**config.mk**
```make
export PLATFORM = sky130hd
export DESIGN_NAME = sseg_display_arbiter
export DESIGN_NICKNAME = d
export VERILOG_FILES = /design/src/rtl/sseg_display_arbiter.sv
export SDC_FILE = /design/constraint.sdc
export NUM_CORES = 1
export LEC_CHECK = 0
export ABC_AREA = 1
export ABC_CLOCK_PERIOD_IN_PS = 6450
export CORE_MARGIN = 5
export CORE_UTILIZATION = 59
export DETAILED_ROUTE_END_ITERATION = 10
export PLACE_DENSITY = 0.85
export SYNTH_ARGS = -nofsm -noshare
export SYNTH_HDL_FRONTEND = slang
export SYNTH_SLANG_ARGS = --single-unit
```
**constraint.sdc**
```tcl
create_clock -name clk_i -period 6.45 [get_ports clk_i]
set_input_delay 0.645 -clock clk_i [delete_from_list [all_inputs] [get_ports clk_i]]
set_output_delay 0.645 -clock clk_i [all_outputs]
set_load 0.02 [all_outputs]
```
**src/rtl/sseg_display_arbiter.sv**
```systemverilog
// Two-requester arbiter for a 4-digit seven-segment display with
// frame-coherent snapshots, inter-digit blanking and registered scan outputs.
module sseg_display_arbiter #(
  parameter int SCAN_DIV     = 50_000,
  parameter int BLANK_CYC    = 500,
  parameter int HOLD_FRAMES  = 250,
  parameter int B_MAX_FRAMES = 2000
) (
  input  logic        clk_i,
  input  logic        rst_i,
  input  logic        req_a_i,
  input  logic [15:0] data_a_i,
  input  logic        req_b_i,
  input  logic [15:0] data_b_i,
  output logic        gnt_a_o,
  output logic        gnt_b_o,
  output logic [6:0]  ld_o,
  output logic [3:0]  an_o
);

  localparam int SW = $clog2(SCAN_DIV);
  localparam int AW = $clog2(HOLD_FRAMES + 1);
  localparam int BW = $clog2(B_MAX_FRAMES + 1);
  localparam logic [SW-1:0] SCAN_LAST = SW'(SCAN_DIV - 1);
  localparam logic [SW-1:0] BLANK_END = SW'(BLANK_CYC);
  localparam logic [AW-1:0] A_MAX     = AW'(HOLD_FRAMES);
  localparam logic [BW-1:0] B_MAX     = BW'(B_MAX_FRAMES);

  typedef enum logic [1:0] {IDLE, OWN_A, OWN_B} state_e;

  state_e        state_q, state_d;
  logic [SW-1:0] scan_cnt_q, scan_cnt_d;
  logic [1:0]    digit_q, digit_d;
  logic [AW-1:0] a_frames_q, a_frames_d, a_inc;
  logic [BW-1:0] b_frames_q, b_frames_d, b_inc;
  logic [15:0]   shadow_q, shadow_d;
  logic          gnt_a_q, gnt_b_q;
  logic [6:0]    ld_q, ld_d;
  logic [3:0]    an_q, an_d;
  logic          fb;

  function automatic logic [6:0] seg7(input logic [3:0] nib);
    case (nib)
      4'd0:    seg7 = 7'b1000000;
      4'd1:    seg7 = 7'b1111001;
      4'd2:    seg7 = 7'b0100100;
      4'd3:    seg7 = 7'b0110000;
      4'd4:    seg7 = 7'b0011001;
      4'd5:    seg7 = 7'b0010010;
      4'd6:    seg7 = 7'b0000010;
      4'd7:    seg7 = 7'b1111000;
      4'd8:    seg7 = 7'b0000000;
      4'd9:    seg7 = 7'b0010000;
      default: seg7 = 7'b1111111;
    endcase
  endfunction

  assign fb = (digit_q == 2'd3) && (scan_cnt_q == SCAN_LAST);

  // Counts include the frame closing at this FB, so HOLD_FRAMES / B_MAX_FRAMES
  // are the number of whole frames owned before a switch can happen.
  assign a_inc = (a_frames_q >= A_MAX) ? A_MAX : a_frames_q + 1'b1;
  assign b_inc = !req_a_i ? b_frames_q :
                 (b_frames_q >= B_MAX) ? B_MAX : b_frames_q + 1'b1;

  always_comb begin
    state_d    = state_q;
    a_frames_d = a_frames_q;
    b_frames_d = b_frames_q;
    shadow_d   = shadow_q;
    scan_cnt_d = scan_cnt_q + 1'b1;
    digit_d    = digit_q;
    if (scan_cnt_q == SCAN_LAST) begin
      scan_cnt_d = '0;
      digit_d    = digit_q + 2'd1;
    end
    if (fb) begin
      case (state_q)
        IDLE: begin
          if (req_b_i)      state_d = OWN_B;
          else if (req_a_i) state_d = OWN_A;
        end
        OWN_A: begin
          if (req_b_i && a_inc >= A_MAX) state_d = OWN_B;
          else if (!req_a_i)             state_d = req_b_i ? OWN_B : IDLE;
        end
        OWN_B: begin
          if (!req_b_i)                       state_d = req_a_i ? OWN_A : IDLE;
          else if (req_a_i && b_inc >= B_MAX) state_d = OWN_A;
        end
        default: state_d = IDLE;
      endcase
      a_frames_d = (state_q == OWN_A && state_d == OWN_A) ? a_inc : '0;
      b_frames_d = (state_q == OWN_B && state_d == OWN_B) ? b_inc : '0;
      case (state_d)
        OWN_A:   shadow_d = data_a_i;
        OWN_B:   shadow_d = data_b_i;
        default: shadow_d = 16'hFFFF;
      endcase
    end
  end

  always_comb begin
    ld_d = seg7(shadow_q[{digit_q, 2'b00} +: 4]);
    an_d = 4'b1111;
    if (scan_cnt_q >= BLANK_END && state_q != IDLE)
      an_d = ~(4'b0001 << digit_q);
  end

  always_ff @(posedge clk_i) begin
    if (rst_i) begin
      state_q    <= IDLE;
      scan_cnt_q <= '0;
      digit_q    <= 2'd0;
      a_frames_q <= '0;
      b_frames_q <= '0;
      shadow_q   <= 16'hFFFF;
      gnt_a_q    <= 1'b0;
      gnt_b_q    <= 1'b0;
      ld_q       <= 7'b1111111;
      an_q       <= 4'b1111;
    end else begin
      state_q    <= state_d;
      scan_cnt_q <= scan_cnt_d;
      digit_q    <= digit_d;
      a_frames_q <= a_frames_d;
      b_frames_q <= b_frames_d;
      shadow_q   <= shadow_d;
      gnt_a_q    <= (state_d == OWN_A);
      gnt_b_q    <= (state_d == OWN_B);
      ld_q       <= ld_d;
      an_q       <= an_d;
    end
  end

  assign gnt_a_o = gnt_a_q;
  assign gnt_b_o = gnt_b_q;
  assign ld_o    = ld_q;
  assign an_o    = an_q;

endmodule

```
# Word-level counts from Yosys, hierarchy flattened
# Memory sizes are Yosys's and may differ from the RTL's. A register that Yosys moved wholly into a read port is not among the register bits.
# Cells that the tools add are included.
dict set report word_totals {
  reg_bits 61
  memories 1
  romBits 112
  elab_cells 58
  inputBits 36
  output_inout_bits 13
}
# memory words width read_ports rd_ports_with_merged_regs write_ports line
set mem_list {}
lappend mem_list {{(name not given)} 16 7 1 1 0 43} ;# case (nib)
dict set report classes {
  shifts 2
  reduce_logical 10
  bitwise_logic 2
  n_lt_le_gt_ge 5
  eq_ne 8
  n_addsub 4
  muxes 17
}
# op n
set op_table {}
lappend op_table {{two-way mux 11 bit} 3}
lappend op_table {{case mux 16 bit (2 select lines)} 1}
lappend op_table {{>= comparator 11 bit, second input constant} 2}
lappend op_table {{two-way mux 2 bit} 9}
lappend op_table {{adder 16 x 1 -> 16 bit, second input constant} 1}
lappend op_table {{equality test 16 bit, second input constant} 1}
lappend op_table {{>= comparator 16 x 9 -> 1 bit, second input constant} 1}
lappend op_table {{>= comparator 8 bit, second input constant} 2}
lappend op_table {{two-way mux 8 bit} 2}
lappend op_table {{indexed part select 16 x 5 -> 4 bit} 1}
lappend op_table {{adder 11 x 1 -> 11 bit, second input constant} 1}
lappend op_table {{adder 8 x 1 -> 8 bit, second input constant} 1}
lappend op_table {{equality test 2 bit, second input constant} 4}
lappend op_table {{equality test 2 x 1 -> 1 bit, second input constant} 3}
lappend op_table {{logical AND 1 bit} 6}
lappend op_table {{case mux 2 bit (3 select lines)} 1}
lappend op_table {{inverter 4 bit} 1}
lappend op_table {{OR reduction 2 bit} 2}
lappend op_table {{<< shifter 1 x 2 -> 4 bit, first input constant} 1}
lappend op_table {{adder 2 x 1 -> 2 bit, second input constant} 1}
lappend op_table {{zero test 2 bit} 1}
lappend op_table {{nonzero test 2 bit} 1}
lappend op_table {{two-way mux 1 bit} 1}
lappend op_table {{inverter 1 bit} 1}

# Logic depth before layout (Yosys ltp)
# Gate-level depths: netlist of run 1.
dict set report logic_depth {
  word_depth 12
  depth_mapped 20
  depth_no_buf 19
}

# Worst setup path before layout of run 1
# No wires, ideal clock.
dict set report synth_timing {
  path_kind {input-to-reg}
  startpoint {input req_a_i}
  endpoint {register shadow_q[5]}
  path_buffers 3
  setup_slack_ns 3.789
  arrival_time_ns 2.531
  required_ns 6.319
  stages 15
  setup_ns 0.131
  path_cell_list {buf_4 > nand3_1 > nor2_2 > nand3_1 > nand3_1 > nand2_1 > nor2_2 > nand3_1 > nand2_1 > nand3_2 > ha_1 > clkbuf_1 > clkbuf_1 > a221oi_1 > o211ai_1}
}
dict set report synth_between {
  elab_chain_cells 9
  word_cells_on_any_way 15
  cone_classes {order compare (1); eq/ne (2); mux (11); reduce/logical (1)}
}
# element line
set synth_lines {}
lappend synth_lines {{from (decl)} 11} ;# input logic req_a_i,
lappend synth_lines {{two-way mux 11 bit} 63} ;# assign b_inc = !req_a_i ? b_frames_q :
lappend synth_lines {{>= comparator 11 bit} 89} ;# else if (req_a_i && b_inc >= B_MAX) state_d = OWN_A;
lappend synth_lines {{logical AND 1 bit} 89}
lappend synth_lines {{two-way mux 2 bit} 89}
lappend synth_lines {{two-way mux 2 bit} 88} ;# if (!req_b_i) state_d = req_a_i ? OWN_A : IDLE;
lappend synth_lines {{case mux 2 bit (3 select lines) *} 78} ;# case (state_q)
lappend synth_lines {{two-way mux 2 bit *} 77} ;# if (fb) begin
lappend synth_lines {{equality test 2 bit or equality test 2 x 1 -> 1 bit (tied branches)} 95} ;# case (state_d)
lappend synth_lines {{case mux 16 bit (2 select lines) *} 95}
lappend synth_lines {{to (signal assigned)} 128} ;# shadow_q <= shadow_d;
lappend synth_lines {{to (decl)} 36} ;# logic [15:0] shadow_q, shadow_d;
# Mark *: on every way between the ends. The rest lies on a longest branch, timed or not. The select of a mux whose other input is x is not followed.
# A chain may end at the register's enable or synchronous reset.

# Worst setup path in the final report of run 1
dict set report layout_timing {
  startpoint {input req_a_i}
  endpoint {register a_frames_q[2]}
}
dict set report layout_between {
  elab_chain_cells 10
  word_cells_on_any_way 15
  cone_classes {order compare (1); eq/ne (1); mux (11); reduce/logical (2)}
}
# element line
set layout_lines {}
lappend layout_lines {{two-way mux 11 bit} 63}
lappend layout_lines {{>= comparator 11 bit} 89}
lappend layout_lines {{logical AND 1 bit} 89}
lappend layout_lines {{two-way mux 2 bit} 89}
lappend layout_lines {{two-way mux 2 bit} 88}
lappend layout_lines {{case mux 2 bit (3 select lines) *} 78}
lappend layout_lines {{two-way mux 2 bit *} 77}
lappend layout_lines {{equality test 2 x 1 -> 1 bit *} 93} ;# a_frames_d = (state_q == OWN_A && state_d == OWN_A) ? a_inc : '0;
lappend layout_lines {{logical AND 1 bit *} 93}
lappend layout_lines {{two-way mux 8 bit *} 93}
lappend layout_lines {{to (signal assigned)} 126} ;# a_frames_q <= a_frames_d;
lappend layout_lines {{to (decl)} 34} ;# logic [AW-1:0] a_frames_q, a_frames_d, a_inc;
# Marks and branches as above.

==> results of run 1 <==
## worst max-delay path by stage
stage,slack (ns),cells past startpoint,end,from
finish,2.88,19,a_frames_q[2],req_a_i
global route,2.55,19,a_frames_q[2],req_a_i
CTS,2.94,19,a_frames_q[2],req_a_i
detailed placement,2.60,19,a_frames_q[2],req_a_i
global placement,2.74,19,a_frames_q[2],req_a_i
floorplan,3.79,15,shadow_q[5],req_a_i
## per-layer routing
metal  up-vias  share of wire, %
li1       1813                 -
met1      1680                42
met2       111                50
met3        18               5.8
met4         0               2.3
met5         -                 0
## flip-flops by register name, indices dropped and copies added, names as in the netlist
signal      cells
b_frames_q     11
gnt_a_o         1
scan_cnt_q     16
state_q         2
ld_o            7
an_o            4
digit_q         2
shadow_q       16
a_frames_q      8
gnt_b_o         1
## stage by stage
step	cells	instance area [um2]
after CTS	641	4350
after global routing	641	4350
after detailed placement	627	4160
final	641	4350
after global placement	627	4160
after floorplan	521	3650
## power by group
| group | leakage, uW | switching [uW] | internal [uW] |
|---|---|---|---|
| combinational | 0.00112 | 26.3 | 28.7 |
| sequential | 0.000549 | 1.20 | 421 |
| clock | 0.0000983 | 155 | 195 |
| total | 0.00176 | 182 | 645 |
## cells in the mapped netlist
library cell	instances	share of area [%]
a211oi_2	1	0.34
a21oi_1	42	5.8
a221oi_1	16	3.8
a22oi_1	2	0.41
a31oi_1	1	0.17
a32oi_1	3	0.72
and2_1	1	0.17
buf_1	2	0.21
buf_2	5	0.68
buf_4	1	0.21
clkbuf_1	10	1.0
clkinv_1	2	0.21
dfxtp_1	68	37
ha_1	17	5.8
inv_1	57	5.9
nand2_1	137	14
nand2_2	2	0.34
nand2_4	1	0.31
nand3_1	27	3.7
nand3_2	1	0.27
nand3b_1	1	0.21
nand4_1	9	1.5
nand4_2	1	0.34
nor2_1	47	4.8
nor2_2	6	1.0
nor2_4	1	0.31
nor3_1	9	1.2
nor3b_1	4	0.82
nor4_1	2	0.34
nor4_4	1	0.58
o211ai_1	7	1.4
o21a_1	3	0.62
o21ai_0	27	3.7
o31ai_1	1	0.21
o41ai_1	1	0.24
xnor2_1	1	0.24
xor2_1	4	0.96
## final cells by class
class,instances,area (um2)
tap,75,93.8
multi-input combinational,376,1990
clock inverter,2,35.0
sequential,68,1360
inverter,59,221
clock buffer,12,155
fill,502,1610
timing repair buffer,49,488
## worst max-delay path: cells and delay by family
kind,cells,cell delay [ns]
AND/OR/NAND/NOR,15,1.71
buffers and inverters,2,0.77
adder cells (fa/ha/maj),1,0.54
AO/OA/AOI/OAI,1,0.17
## cell families (layout without fill, tap and decap cells)
group / Yosys count / after routing / synth area share [%]
adders and majority gates: 17 / 17 / 5.82
AOI/OAI and AO/OA: 104 / 104 / 17.4
and+or+nand+nor: 250 / 250 / 30.1
DFF: 68 / 68 / 37.3
xor gates and xnor gates: 5 / 5 / 1.20
buffers and inverters: 77 / 122 / 8.19
==> impl_metrics.yaml, run 1 <==
run_status:
  status: "complete, no violations"
grt:
  met1_usage_pct: 28.5
  grtUsageMet2_pct: 41.6
  track_usage_pct: 24.0
  grt_pass1_wl_mm: 15.0
  grt_max_degree: 55
  antenna_found_initial: 0
  grt_overflow: 0
  grt-busiest-layer: "met2"
  grt_pass1_vias: 3404
  gr-usage-met3_pct: 4.56
final_layout:
  nets: 616
  finalCoreUtilization_pct: 73.0
  final_common_cell: "nand2_1"
  diodes: 0
  area_growth_syn_to_layout_pct: 19.0
  mostFrequentLayoutCells: "nand2_1 (137), dfxtp_1 (68), inv_1 (57)"
  layout-drive-gt1-share_pct: 4.95
synth:
  yosysWarnings: 0
  syn_area_um2: 3650
  synth_nets: 574
  synth_seq_area_share_pct: 37.3
  syn_inst: 521
  yosys.cell_types.count: 37
  syn_area_per_cell_um2: 7.01
  synth-seq-cells: 68
clock_tree:
  cts_made_buffers: 9
  post_cts_buffers: 0
  postCtsResizedCells: 0
  cts.clk_slew.worst_paths_ns: 0.07
  clock_path_buffers: 2
  cts.sinks: 68
  cts_tree: "yes"
  ctsHoldBuffers: 0
  root_buffer: "clkbuf_8"
  clock_insertion_delay_worst_skew_ns: 0.35
  htree_num_levels: 3
min_path:
  worstHoldStart: "scan_cnt_q[0]"
  hp-class: "reg -> reg"
  holdPathEnd: "scan_cnt_q[0]"
  hold_depth: 1
detailed_routing:
  drtPass1Iterations: 7
  via_per_inst: 5.65
  drcViolationCount: 0
  num_vias: 3622
  wl_mm: 9.01
  antenna_left: 0
  wl_per_cell_um: 14.1
  drt_iter0_drc: 226
setup_path:
  end_kind: "register"
  critPathMaxStageDelay_ns: 0.70
  cp_common_cell: "nand2_1"
  crit_required_ns: 6.73
  crit_chain: "clkdlybuf4s50_1 > nand2_1 > nor2_1 > nand2_1 > nand2_1 > nand2_1 > nand2_1 > nand2_1 > nor2_2 > nand3_1 > nand2_1 > nand3_2 > inv_1 > ha_1 > nand2_1 > nor2_4 > nand2_2 > o21a_1 > nor2_1"
  rrSetupSlack_ns: 3.34
  cp-start-kind: "input port"
  path_class: "in -> reg"
  arrival_ns: 3.85
  reg2reg_depth: 19
  r2r-end: "a_frames_q[2]"
  r2r_start: "b_frames_q[0]"
  path_max_fanout: 17
  slowest_stage: "clkdlybuf4s50_1"
die:
  die_h_um: 88.7
  core_area_um2: 5960
  die_w_um: 88.7
  fp-row-count: 28
  initial_core_util_pct: 61.3
  ios: 49
  fp.dieArea_um2: 7870
placed_design:
  gp_congestion: 0.882
  pre_cts_slack_ns: 2.60
  dp_hpwl_mm: 6.43
  port_buffers: 48
power_and_ir_drop:
  ir_drop_v: 0.000129
  power_density_nw_per_um2: 190
  p_leak_uw: 0.00176
  p_total_uw: 827
sta:
  finalSetupViolCount: 0
  finalCriticalPeriod_ns: 3.57
  hold_viol: 0
  fin_tns_setup_ns: 0
  fmax_mhz: 280
  fin_hold_ws_ns: 0.453
  rsz0062_at_grt: "no"
  tightest_slew_ns: 0.678
  max-slew-margin-rel_pct: 54.8
  post-route-period-util_pct: 55.3
  skew_ns: 0.00684
  fin_ws_ns: 2.88
  finalMaxSlewViolations: 0
flow_run:
  max-cap-violations: 0
Power figures use the tool's default switching activity.
==> run 2, diff against run 1 <==
- ABC_CLOCK_PERIOD_IN_PS: 6450 -> 3200
- CORE_UTILIZATION: 59 -> 50
- PLACE_DENSITY: 0.85 -> 0.77
- clock period: 6.45 -> 3.2 ns (I/O delays scaled with it)
==> run 2 against run 1 <==
  * Largest power group unchanged
  * Clock power is 110% higher
  * Worst setup slack worse by 2.6 ns
  * Clock-buffer cell count is 2 lower
  * Critical endpoint is now shadow_q[3]
  * Power is 100% higher
  * Die area is 16% higher
==> impl_metrics.yaml, run 2 (same netlist as run 1, synthesis figures left out) <==
final_layout:
  fill_cells: 660
  diodes: 0
  largestRegisters: "scan_cnt_q: 16 flops, shadow_q: 16 flops, b_frames_q: 11 flops"
  area_growth_syn_to_layout_pct: 21.0
  nets: 620
  layout-drive-gt1-share_pct: 6.12
  multiInputGateArea_um2: 1990
  layoutNonFillerInstCount: 671
  mostFrequentLayoutCells: "nand2_1 (137), dfxtp_1 (68), inv_1 (57)"
  final_common_cell: "nand2_1"
  ff_latch_area_um2: 1360
die:
  die_w_um: 95.5
  fp.dieArea_um2: 9120
  core_area_um2: 7180
  ios: 49
  die_h_um: 95.5
  fp-row-count: 31
  initial_core_util_pct: 50.9
grt:
  track_usage_pct: 20.6
  grt_max_degree: 40
  antenna_found_initial: 0
  grt_pass1_wl_mm: 14.9
  grt_pass1_vias: 3330
  grt_overflow: 0
setup_path:
  path_class: "reg -> reg"
  arrival_ns: 3.11
  crit_required_ns: 3.42
  path_max_fanout: 16
  cp-start-kind: "register"
  end_kind: "register"
  rrSetupSlack_ns: 0.31
placed_design:
  port_buffers: 48
  dp_hpwl_mm: 6.47
  gp_congestion: 0.891
  pre_cts_slack_ns: 0.166
  dp.cells: 655
clock_tree:
  ctsHoldBuffers: 0
  cts_tree: "yes"
  postCtsResizedCells: 0
  clock_path_buffers: 2
  clock_insertion_delay_worst_skew_ns: 0.35
  cts.clk_slew.worst_paths_ns: 0.08
  htree_num_levels: 3
  cts_made_buffers: 9
  root_buffer: "clkbuf_8"
  post_cts_buffers: 0
  cts.sinks: 68
detailed_routing:
  via_per_inst: 5.34
  drt_iter0_drc: 226
  wl_per_cell_um: 13.3
  num_vias: 3584
  drtPass1Iterations: 6
  wl_mm: 8.91
  antenna_left: 0
  drcViolationCount: 0
flow_run:
  max-cap-violations: 0
sta:
  post-route-period-util_pct: 90.4
  rsz0062_at_grt: "no"
  hold_viol: 0
  finalCriticalPeriod_ns: 2.89
  fmax_mhz: 346
  fin_ws_ns: 0.308
  finalMaxSlewViolations: 0
  fin_tns_setup_ns: 0
  max-slew-margin-rel_pct: 65.2
  tightest_slew_ns: 0.522
  skew_ns: 0.0134
  finalSetupViolCount: 0
run_status:
  status: "complete, no violations"
min_path:
  hp-class: "reg -> reg"
power_and_ir_drop:
  ir_drop_v: 0.000192
  p_total_uw: 1690
  power_density_nw_per_um2: 382
  p_leak_uw: 0.00178
[run 2: cell count changes in the layout (fill, tap and decap cells not counted)]
cell / previous run / this run
clkbuf_8: 11 / 10
clkbuf_1: 1 / 0
clkinv_4: 0 / 1
buf_4: 1 / 5
clkinv_2: 1 / 2
clkinvlp_4: 0 / 2
[run 2: metrics by stage]
stage | utilization [%] | instance area (um2) | hold slack, ns
after global routing | 61.6 | 4420 | 0.477
after floorplan | - | 3650 | 0.417
after global placement | 58.8 | 4220 | 0.432
after detailed placement | 58.8 | 4220 | 0.443
after CTS | 61.6 | 4420 | 0.462
final | 61.6 | 4420 | 0.457
[run 2: path summary, 6_finish.rpt]
kind	from	end	cells after the start
hold / removal	scan_cnt_q[0]	scan_cnt_q[0]	1
setup / recovery	b_frames_q[0]	shadow_q[3]	16
setup reg to reg	b_frames_q[0]	shadow_q[3]	16
hold reg to reg	scan_cnt_q[0]	scan_cnt_q[0]	1
[run 2: worst max-delay path: stages, from the launching register on]
cell      delay [ns]
dfxtp_1         0.38
ha_1            0.19
nand2_1         0.08
nor2_1          0.26
nand2_1         0.14
nand2_1         0.09
nand2_1         0.05
nand2_1         0.07
nand2_1         0.08
nor2_2          0.13
nand3_1         0.09
nand2_1         0.11
nand3_2         0.10
inv_1           0.07
ha_1            0.40
a221oi_1        0.39
o211ai_1        0.14
[run 2: cell type report]
class | count | area share [%]
multi-input combinational | 376 | 45.1
sequential | 68 | 30.8
timing repair buffer | 53 | 11.7
inverter | 59 | 5.01
clock buffer | 10 | 3.11
tap | 99 | 2.80
clock inverter | 6 | 1.44
[run 2: layer usage]
metal	vias up	track usage [%]	share of wire, %
met5	-	0	0
met4	0	10.1	2.1
met3	19	3.31	5.2
li1	1836	-	-
met1	1621	25.7	44
met2	108	34.5	49
[run 2: power breakdown]
part | switching, uW | internal (uW) | leakage [uW] | total (uW)
clock | 342 | 379 | 0.0000983 | 722
combinational | 54.3 | 60.1 | 0.00114 | 114
sequential | 2.57 | 849 | 0.000549 | 851
total | 399 | 1290 | 0.00178 | 1690
==> run 3, diff against run 2 <==
- ABC_CLOCK_PERIOD_IN_PS: 3200 -> 3460
- CORE_UTILIZATION: 50 -> 59
- PLACE_DENSITY: 0.77 -> 0.85
- clock period: 3.2 -> 3.46 ns (I/O delays scaled with it)
==> run 3 against run 2 <==
  * Worst hold slack lost 0.00060 ns
  * First-iteration DRC count up 5.3%
  * Power decreased by 4.7%
  * Register-to-register slack better by 0.23 ns
  * Highest routed layer unchanged
  * Via count did not move
  * Sequential power decreased by 7.5%
  * Sequential share of layout area increased by 0.16 points
  * Routed wire length fell by 0.24%
  * Non-clock buffer count is 2 lower
  * Critical path depth down 2
  * Cell area down 0.51%
  * Utilization increased by 12 points
==> impl_metrics.yaml, run 3 (same netlist as run 1, synthesis figures left out) <==
clock_tree:
  cts_tree: "yes"
  htree_num_levels: 3
  cts.sinks: 68
  clock_insertion_delay_worst_skew_ns: 0.35
  root_buffer: "clkbuf_8"
  cts_made_buffers: 9
  clock_path_buffers: 2
  post_cts_buffers: 0
  cts.clk_slew.worst_paths_ns: 0.08
final_layout:
  largestRegisters: "scan_cnt_q: 16 flops, shadow_q: 16 flops, b_frames_q: 11 flops"
  finalCoreUtilization_pct: 73.8
  area_growth_syn_to_layout_pct: 20.3
  final_cell_area_um2: 4400
  nets: 618
  final_common_cell: "nand2_1"
  diodes: 0
  layout-drive-gt1-share_pct: 5.96
  mostFrequentLayoutCells: "nand2_1 (137), dfxtp_1 (68), inv_1 (57)"
sta:
  tightest_slew_ns: 0.546
  hold_viol: 0
  finalSetupViolCount: 0
  skew_ns: 0.00905
  rsz0062_at_grt: "no"
  finalCriticalPeriod_ns: 2.94
  fmax_mhz: 340
  finalMaxSlewViolations: 0
  fin_hold_ws_ns: 0.456
  fin_tns_setup_ns: 0
  post-route-period-util_pct: 85.0
  max-slew-margin-rel_pct: 63.6
die:
  die_h_um: 88.7
  fp-row-count: 28
  fp.dieArea_um2: 7870
  die_w_um: 88.7
  core_area_um2: 5960
  initial_core_util_pct: 61.3
  ios: 49
placed_design:
  gp_congestion: 0.871
  place_area_um2: 4170
  dp_hpwl_mm: 6.35
  port_buffers: 48
grt:
  track_usage_pct: 23.7
  antenna_found_initial: 0
  grt_max_degree: 55
  grt_pass1_wl_mm: 14.9
  grt_overflow: 0
  grt_pass1_vias: 3322
setup_path:
  path_max_fanout: 18
  arrival_ns: 3.22
  reg2reg_depth: 16
  r2r_start: "a_frames_q[1]"
  path_class: "in -> reg"
  cp-start-kind: "input port"
  rrSetupSlack_ns: 0.54
  r2r-end: "b_frames_q[9]"
  crit_required_ns: 3.74
  end_kind: "register"
detailed_routing:
  antenna_left: 0
  drtPass1Iterations: 5
  wl_per_cell_um: 13.8
  via_per_inst: 5.56
  drcViolationCount: 0
  num_vias: 3584
  wl_mm: 8.89
  drt_iter0_drc: 238
power_and_ir_drop:
  p_sw_share_pct: 22.3
  combPwrFrac_pct: 6.4
  p_leak_uw: 0.00179
  p_sw_uw: 358
  p_clk_share_pct: 44.7
  ir_drop_v: 0.000296
  seqPwrFrac_pct: 48.9
  power_density_nw_per_um2: 366
  intPower_uw: 1250
min_path:
  hold_depth: 1
  holdPathEnd: "scan_cnt_q[0]"
  hp-class: "reg -> reg"
  worstHoldStart: "scan_cnt_q[0]"
run_status:
  status: "complete, no violations"
flow_run:
  max-cap-violations: 0
==> run 3: cell count changes in the layout (fill, tap and decap cells not counted), sizes merged <==
cell,previous run,this run
clkbuf,10,13
clkinvlp,2,1
buf,5,3
clkinv,5,3
==> run 3: repair_timing <==
item | 4_1_cts | 5_1_grt
gates resized for setup | 0 | 1
hold buffers | 0 | 0
endpoints found under the hold margin | 0 | 0
setup endpoints to repair | 0 | 3
==> run 3: how the worst max path moves through the flow <==
| stage | slack, ns | from | end | depth (start not counted) |
|---|---|---|---|---|
| floorplan | 0.98 | b_frames_q[0] | shadow_q[5] | 17 |
| global placement | 0.24 | req_a_i | b_frames_q[8] | 14 |
| detailed placement | 0.08 | req_a_i | b_frames_q[9] | 14 |
| CTS | 0.36 | a_frames_q[1] | b_frames_q[9] | 16 |
| global route | 0.23 | req_a_i | b_frames_q[9] | 14 |
| finish | 0.52 | req_a_i | b_frames_q[9] | 14 |
==> run 3: worst max-delay path, cell delays in order <==
cell and delay (ns):
clkdlybuf4s50_1 0.60, nand2_1 0.09, nor2_1 0.26, nand2_1 0.13
o21ai_0 0.18, nand3b_1 0.14, nand3_1 0.12, nand2_1 0.10
nand3_2 0.10, ha_2 0.42, nand2_1 0.17, nor2_2 0.34
nand2_1 0.10, a21oi_1 0.12
==> run 3: metrics by stage <==
stage / std cells / total power (uW) / worst slack, ns
final: 645 / 1610 / 0.518
after global routing: 645 / 1660 / 0.225
after CTS: 645 / 1610 / 0.357
after detailed placement: 629 / 907 / 0.0793
after global placement: 629 / 904 / 0.244
after floorplan: 521 / 852 / 0.978
==> run 3: area by class of cell <==
class                           count  area, um2
Multi-Input combinational cell    376       2000
Fill cell                         467       1560
Sequential cell                    68       1360
Timing Repair Buffer               51        503
Inverter                           59        221
Clock buffer                       13        179
Tap cell                           75       93.8
Clock inverter                      3       42.5
==> run 3: power by group through the flow <==
| stage | clock (uW) | combinational (uW) | sequential (uW) |
|---|---|---|---|
| finish | 719 | 102 | 787 |
| global route | 765 | 112 | 787 |
| CTS | 723 | 101 | 787 |
| detailed placement | 0 | 101 | 805 |
| global placement | 0 | 98.9 | 805 |
| floorplan | 0 | 47.2 | 805 |
==> run 3: routing by layer <==
layer  GRT usage (%)  share of wire, %  up-vias
li1                -                 -     1819
met1            29.3                42     1648
met2            41.1                50       99
met3            2.98               5.3       18
met4            10.3               2.3        0
met5               0                 0        -
